$ cat src/rtl/scan_mem_reg_bridge.sv
// scan_mem_reg_bridge: registered bridge from one-at-a-time scan read/write requests
// to SRAM row lanes, NUM_REGS control registers and a read-only status word.
// Optional build macro SCAN_SRAM_RMW_EN: SRAM writes become read-merge-write with
// full-row unmasked writes, for SRAMs without bit masking.
module scan_mem_reg_bridge #(
  parameter int unsigned ADDR_W   = 11,
  parameter int unsigned DATA_W   = 32,
  parameter int unsigned SRAM_W   = 128,
  parameter int unsigned SRAM_AW  = 8,
  parameter int unsigned NUM_REGS = 4,
  parameter int unsigned TIMEOUT  = 15,
  parameter logic [DATA_W-1:0] ERR_DATA = DATA_W'(32'hDEADBEEF)
) (
  input  logic                       clk,
  input  logic                       rst,
  input  logic                       scan_ren,
  input  logic                       scan_wen,
  input  logic [ADDR_W-1:0]          scan_addr,
  input  logic [DATA_W-1:0]          scan_wdata,
  output logic [DATA_W-1:0]          scan_rdata,
  output logic                       scan_ready,
  output logic                       scan_err,
  output logic                       scan_busy,
  output logic                       sram_ren,
  output logic                       sram_wen,
  output logic [SRAM_AW-1:0]         sram_addr,
  output logic [SRAM_W-1:0]          sram_bweb,
  output logic [SRAM_W-1:0]          sram_wdata,
  input  logic [SRAM_W-1:0]          sram_rdata,
  input  logic                       sram_ready,
  output logic [NUM_REGS-1:0]        reg_ren,
  output logic [NUM_REGS-1:0]        reg_wen,
  output logic [DATA_W-1:0]          reg_wdata,
  input  logic [NUM_REGS*DATA_W-1:0] reg_rdata,
  input  logic [NUM_REGS-1:0]        reg_ready,
  input  logic [DATA_W-1:0]          stat_in
);

  localparam int unsigned LANES     = SRAM_W / DATA_W;
  localparam int unsigned LANE_BITS = $clog2(LANES);
  localparam int unsigned LB        = (LANE_BITS > 0) ? LANE_BITS : 1;
  localparam int unsigned IDX_BITS  = $clog2(NUM_REGS + 1);
  localparam int unsigned CNT_W     = $clog2(TIMEOUT + 1);

  typedef enum logic [1:0] {S_IDLE, S_ACCESS, S_WAIT, S_RESP} state_t;

  state_t                state, state_d;
  logic [CNT_W-1:0]      cnt, cnt_d;
  logic                  req_wr, req_wr_d;
  logic                  req_reg, req_reg_d;
  logic [IDX_BITS-1:0]   req_idx, req_idx_d;
  logic [LB-1:0]         req_lane, req_lane_d;
  logic [SRAM_AW-1:0]    req_row, req_row_d;
  logic [DATA_W-1:0]     req_wdata, req_wdata_d;

  logic [DATA_W-1:0]     rdata_d;
  logic                  ready_d, err_d, busy_d;
  logic                  sram_ren_d, sram_wen_d;
  logic [SRAM_AW-1:0]    sram_addr_d;
  logic [SRAM_W-1:0]     sram_bweb_d, sram_wdata_d;
  logic [NUM_REGS-1:0]   reg_ren_d, reg_wen_d;
  logic [DATA_W-1:0]     reg_wdata_d;

  logic                  hit;
  logic [DATA_W-1:0]     tgt_rdata;
  logic [LB-1:0]         lane_in;
  logic [IDX_BITS-1:0]   idx_in;

`ifdef SCAN_SRAM_RMW_EN
  logic                  rmw_wr, rmw_wr_d;
  logic [SRAM_W-1:0]     row_buf, row_buf_d;
  logic [SRAM_W-1:0]     merged;
`endif

  // State, captured request and registered outputs
  always_ff @(posedge clk or posedge rst) begin
    if (rst) begin
      state      <= S_IDLE;
      cnt        <= '0;
      req_wr     <= 1'b0;
      req_reg    <= 1'b0;
      req_idx    <= '0;
      req_lane   <= '0;
      req_row    <= '0;
      req_wdata  <= '0;
      scan_rdata <= '0;
      scan_ready <= 1'b0;
      scan_err   <= 1'b0;
      scan_busy  <= 1'b0;
      sram_ren   <= 1'b0;
      sram_wen   <= 1'b0;
      sram_addr  <= '0;
      sram_bweb  <= '0;
      sram_wdata <= '0;
      reg_ren    <= '0;
      reg_wen    <= '0;
      reg_wdata  <= '0;
`ifdef SCAN_SRAM_RMW_EN
      rmw_wr     <= 1'b0;
      row_buf    <= '0;
`endif
    end else begin
      state      <= state_d;
      cnt        <= cnt_d;
      req_wr     <= req_wr_d;
      req_reg    <= req_reg_d;
      req_idx    <= req_idx_d;
      req_lane   <= req_lane_d;
      req_row    <= req_row_d;
      req_wdata  <= req_wdata_d;
      scan_rdata <= rdata_d;
      scan_ready <= ready_d;
      scan_err   <= err_d;
      scan_busy  <= busy_d;
      sram_ren   <= sram_ren_d;
      sram_wen   <= sram_wen_d;
      sram_addr  <= sram_addr_d;
      sram_bweb  <= sram_bweb_d;
      sram_wdata <= sram_wdata_d;
      reg_ren    <= reg_ren_d;
      reg_wen    <= reg_wen_d;
      reg_wdata  <= reg_wdata_d;
`ifdef SCAN_SRAM_RMW_EN
      rmw_wr     <= rmw_wr_d;
      row_buf    <= row_buf_d;
`endif
    end
  end

  // Next state, captured request and next output values
  always_comb begin
    state_d      = state;
    cnt_d        = cnt;
    req_wr_d     = req_wr;
    req_reg_d    = req_reg;
    req_idx_d    = req_idx;
    req_lane_d   = req_lane;
    req_row_d    = req_row;
    req_wdata_d  = req_wdata;
    rdata_d      = scan_rdata;
    ready_d      = 1'b0;
    err_d        = scan_err;
    busy_d       = scan_busy;
    sram_ren_d   = 1'b0;
    sram_wen_d   = 1'b0;
    sram_addr_d  = sram_addr;
    sram_bweb_d  = sram_bweb;
    sram_wdata_d = sram_wdata;
    reg_ren_d    = '0;
    reg_wen_d    = '0;
    reg_wdata_d  = reg_wdata;
    hit          = 1'b0;
    tgt_rdata    = '0;
    lane_in      = (LANE_BITS > 0) ? LB'(scan_addr[LB-1:0]) : '0;
    idx_in       = scan_addr[IDX_BITS-1:0];
`ifdef SCAN_SRAM_RMW_EN
    rmw_wr_d     = rmw_wr;
    row_buf_d    = row_buf;
    merged       = sram_rdata;
    for (int l = 0; l < LANES; l++) begin
      if (req_lane == LB'(l)) merged[l*DATA_W +: DATA_W] = req_wdata;
    end
`endif

    // Only the selected target's ready and data are observed
    if (req_reg) begin
      for (int i = 0; i < NUM_REGS; i++) begin
        if (req_idx == IDX_BITS'(i)) begin
          hit       = reg_ready[i];
          tgt_rdata = reg_rdata[i*DATA_W +: DATA_W];
        end
      end
    end else begin
      hit = sram_ready;
      for (int l = 0; l < LANES; l++) begin
        if (req_lane == LB'(l)) tgt_rdata = sram_rdata[l*DATA_W +: DATA_W];
      end
    end

    case (state)
      S_IDLE: begin
        if (scan_ren || scan_wen) begin
          busy_d      = 1'b1;
          req_wr_d    = scan_wen;
          req_reg_d   = scan_addr[ADDR_W-1];
          req_idx_d   = idx_in;
          req_lane_d  = lane_in;
          req_row_d   = scan_addr[LANE_BITS +: SRAM_AW];
          req_wdata_d = scan_wdata;
`ifdef SCAN_SRAM_RMW_EN
          rmw_wr_d    = 1'b0;
`endif
          if (scan_ren && scan_wen) begin
            state_d = S_RESP; ready_d = 1'b1; err_d = 1'b1; rdata_d = ERR_DATA;
          end else if (scan_addr[ADDR_W-1] && idx_in == IDX_BITS'(NUM_REGS)) begin
            state_d = S_RESP; ready_d = 1'b1;
            err_d   = scan_wen;
            rdata_d = scan_wen ? ERR_DATA : stat_in;
          end else if (scan_addr[ADDR_W-1] && idx_in > IDX_BITS'(NUM_REGS)) begin
            state_d = S_RESP; ready_d = 1'b1; err_d = 1'b1; rdata_d = ERR_DATA;
          end else begin
            state_d = S_ACCESS;
          end
        end
      end
      S_ACCESS: begin
        cnt_d   = '0;
        state_d = S_WAIT;
      end
      S_WAIT: begin
        if (hit) begin
`ifdef SCAN_SRAM_RMW_EN
          if (!req_reg && req_wr && !rmw_wr) begin
            row_buf_d = merged;
            rmw_wr_d  = 1'b1;
            state_d   = S_ACCESS;
          end else
`endif
          begin
            state_d = S_RESP; ready_d = 1'b1; err_d = 1'b0;
            rdata_d = req_wr ? '0 : tgt_rdata;
          end
        end else if (cnt == CNT_W'(TIMEOUT)) begin
          state_d = S_RESP; ready_d = 1'b1; err_d = 1'b1; rdata_d = ERR_DATA;
        end else begin
          cnt_d = cnt + CNT_W'(1);
        end
      end
      S_RESP: begin
        state_d = S_IDLE;
        busy_d  = 1'b0;
      end
      default: state_d = S_IDLE;
    endcase

    // Target strobes and payload are launched on entry to ACCESS
    if (state_d == S_ACCESS) begin
      if (req_reg_d) begin
        reg_ren_d   = req_wr_d ? '0 : (NUM_REGS'(1) << req_idx_d);
        reg_wen_d   = req_wr_d ? (NUM_REGS'(1) << req_idx_d) : '0;
        reg_wdata_d = req_wdata_d;
      end else begin
        sram_addr_d = req_row_d;
`ifdef SCAN_SRAM_RMW_EN
        if (req_wr_d && rmw_wr_d) begin
          sram_wen_d   = 1'b1;
          sram_wdata_d = row_buf_d;
          sram_bweb_d  = '0;
        end else begin
          sram_ren_d = 1'b1;
        end
`else
        if (req_wr_d) begin
          sram_wen_d   = 1'b1;
          sram_wdata_d = '0;
          sram_bweb_d  = '1;
          for (int l = 0; l < LANES; l++) begin
            if (req_lane_d == LB'(l)) begin
              sram_wdata_d[l*DATA_W +: DATA_W] = req_wdata_d;
              sram_bweb_d[l*DATA_W +: DATA_W]  = '0;
            end
          end
        end else begin
          sram_ren_d = 1'b1;
        end
`endif
      end
    end
  end

endmodule

$ cat config.mk
export PLATFORM = sky130hd
export DESIGN_NAME = scan_mem_reg_bridge
export DESIGN_NICKNAME = d
export VERILOG_FILES = /design/src/rtl/scan_mem_reg_bridge.sv
export SDC_FILE = /design/constraint.sdc
export NUM_CORES = 1
export LEC_CHECK = 0
export ABC_AREA = 1
export BUFFER_PORTS_ARGS = -buffer_cell sky130_fd_sc_hd__buf_2
export CAP_MARGIN = 0
export CORE_AREA = 8 8 262 264
export DETAILED_ROUTE_END_ITERATION = 12
export DIE_AREA = 0 0 270 272
export GPL_TIMING_DRIVEN = 0
export PLACE_DENSITY_LB_ADDON = 0.12
export SYNTH_ARGS = -nofsm -noshare
export SYNTH_HDL_FRONTEND = slang
export SYNTH_SLANG_ARGS = --single-unit
$ cat constraint.sdc
create_clock -name clk -period 10 [get_ports clk]
set_clock_uncertainty 0.05 [all_clocks]
set_input_delay 0.5 -clock clk [delete_from_list [all_inputs] [get_ports clk]]
set_output_delay 0.5 -clock clk [all_outputs]
set_load 0.01 [all_outputs]
==> flow_summary.ini <==
[power_and_ir_drop]
power_density_nw_per_um2 = 388.8
power.static_leakage_nw = 11.47
peakVddDrop_mv = 0.1372

[worst_setup_path]
startpoint = state[0]
cp.required_ns = 10.43
r2r_end = sram_wdata[118]
rrSetupSlack_ns = 6.98
startpoint_type = flip-flop
r2r-start = state[0]
crit_fanout = 10
end_kind = flip-flop
path_class = flip-flop to flip-flop
crit_arrival_ns = 3.45
ff2ff_path_depth = 11

[grt]
grt_pass1_vias = 16880
grt_pass1_wl_um = 127500
grt.overflow.total = 0
antenna_found_initial = 35
grt_start_max_net_pins = 121
grt_usage = 0.2345

[synth]
yosysTopAreaCellShare = 0.4519
synth_edf_count = 0
ys_seq_area_frac = 0.4519
synth.ff_latch_count = 270
syn_area_per_cell_um2 = 7.487
synthesis.area_um2 = 14950
synth_ff_type = dfrtp_1
netlist_instances = 1997
synth_cell_types = 35
async_reset_ff_frac = 1.000
synth_fp_nets = 2342
yosysTopAreaCell = dfrtp_1
yosysWarnings = 0
synthTopCellsByArea = dfrtp_1 45%, nand2_1 16%, nand4_1 8.3%, buf_4 6.3%, nor2_1 4.9%

[flow_run]
cap_violations = 0

[floorplan]
std_cell_rows = 94
start_util = 0.2307
core_region_area_um2 = 64800
die_area_um2 = 73440
die_h_um = 272
io_pins = 681
die_x_um = 270

[clocking]
cts.clk_slew.worst_paths_ns = 0.06
cts_hold_buf = 1
clockBufferDepth = 3
postCtsSetupBuffers = 0
ctsResizeCount = 0
cts_root_buf = clkbuf_16
worstSkewPairLatency_ns = 0.54
cts_buffers = 35
clkSinkCount = 270
cts_max_level = 2
cts_tree = done

[sta]
setup_viol = 0
slew_headroom = 0.1759
worst_pin_slew_ns = 1.236
post-route-min-period_ns = 3.025
period_share = 0.3025
timing.hold.ws_ns = 0.1469
rsz0062_at_grt = no
fmax_mhz = 330.6
finalHoldViolCount = 0
fin_ws_ns = 6.975
drv_slew = 0

[routing]
vias = 17060
drc = 0
postRouteAntennaNets = 0
first_pass_iters = 5
first_iter_violations = 1372
routed_wl_um = 89770
wl_per_cell_um = 24.78
avgViaCountPerCell = 4.710

[finish]
multi_input_area_um2 = 6364
top_register = sram_wdata
drive_gt1_frac = 0.3580
regArea_um2 = 6756
num-fill-cells = 7199
largest_register_ffs = 128
nNetsFinal = 3062
area_growth_pct = 38.60

[worst_hold_path]
hold-path-cell-count = 3
hold_end = req_row[3]
hold_class = input port to flip-flop
min_from = scan_addr[5]

[placement]
numPortBuffers = 680
place_congestion = 0.9616
hpwl_um = 74350
pre_cts_ws_ns = 6.907

[outcome]
status = completed
cells in the mapped netlist (11+ instances only):
cell type    n
nand3_1     81
a21oi_1     39
o21ai_0    120
buf_2       56
nand4_1    199
clkbuf_1    71
inv_1       64
nor2_1     194
buf_1       11
dfrtp_1    270
nand2_1    655
or2_2       41
buf_4      126
logic make-up after synthesis:
| logic type | share of synthesized area |
|---|---|
| and+or+nand+nor | 0.3487 |
| xor gates and xnor gates | 0.001172 |
| AOI/OAI and AO/OA | 0.07156 |
| buffers and inverters | 0.1224 |
| adders and majority gates | 0.004184 |
| DFF | 0.4519 |
per-stage QoR:
stage	cell area, um^2	power [mW]	setup TNS (ns)	cells	util
floorplan	14950	4.603	0	1997	-
global placement	19430	6.781	-454.18	3541	0.2999
detailed placement	19500	6.807	0	3543	0.3009
CTS	20680	8.147	0	3607	0.3191
global route	20700	8.662	0	3616	0.3195
finish	20720	8.056	0	3623	0.3197
placed cells by master (no fill, tap or decap), drive strengths merged:
master and n:
nand3b 4, bufinv 2, a31oi 7, xor2 2
nor3 3, o22ai 2, nand3 82, a21oi 39
o2111ai 1, nand4 199, nor2 199, a211oi 1
ha 5, or2 41, clkinv 15, o221ai 9
dlygate4sd3 1, diode 16, nand2 655, o21ai 129
o211ai 7, inv 72, clkbuf 121, o31ai 1
buf 876, dfrtp 270
power breakdown:
group          switching (mW)  leakage [nW]  internal [mW]  total, mW
registers               0.379          3.43           1.57       1.95
clock network           0.521         0.587          0.774       1.29
logic                    3.26          7.45           1.55       4.81
routing by layer:
layer	share of wire	global-route usage	routed length (um)	vias to the layer above
li1	-	-	-	7932
met1	0.40	0.2816	36310	8342
met2	0.51	0.4195	45430	650
met3	0.065	0.05648	5829	124
met4	0.023	0.05595	2090	16
met5	0.0012	0	110	-
layout make-up:
cell class,count,share of cell area
Sequential cell,270,0.3261
Multi-Input combinational cell,1386,0.3071
Timing Repair Buffer,683,0.1674
Buffer,265,0.07457
Tap cell,864,0.05217
Clock buffer,50,0.04982
Inverter,76,0.01413
Clock inverter,13,0.006823
Antenna cell,16,0.001932
how the worst max path moves through the flow:
stage,depth (start not counted),endpoint,slack [ns]
global placement,2,reg_wdata[21],-1.72
floorplan,1,cnt[0],2.01
CTS,10,reg_wdata[7],6.88
global route,11,reg_wdata[7],6.68
detailed placement,10,reg_wdata[7],6.91
finish,11,sram_wdata[118],6.98
worst max-delay path: stages, from the launching register on:
cell and delay [ns]:
dfrtp_1 0.41, inv_1 0.12, ha_1 0.23, inv_2 0.11
nor2_8 0.16, buf_2 0.26, clkbuf_1 0.58, or2_2 0.22
o21ai_0 0.34, nor2_1 0.22, nand4_1 0.15, nand2_1 0.11
(Power assumes the default switching activity.)
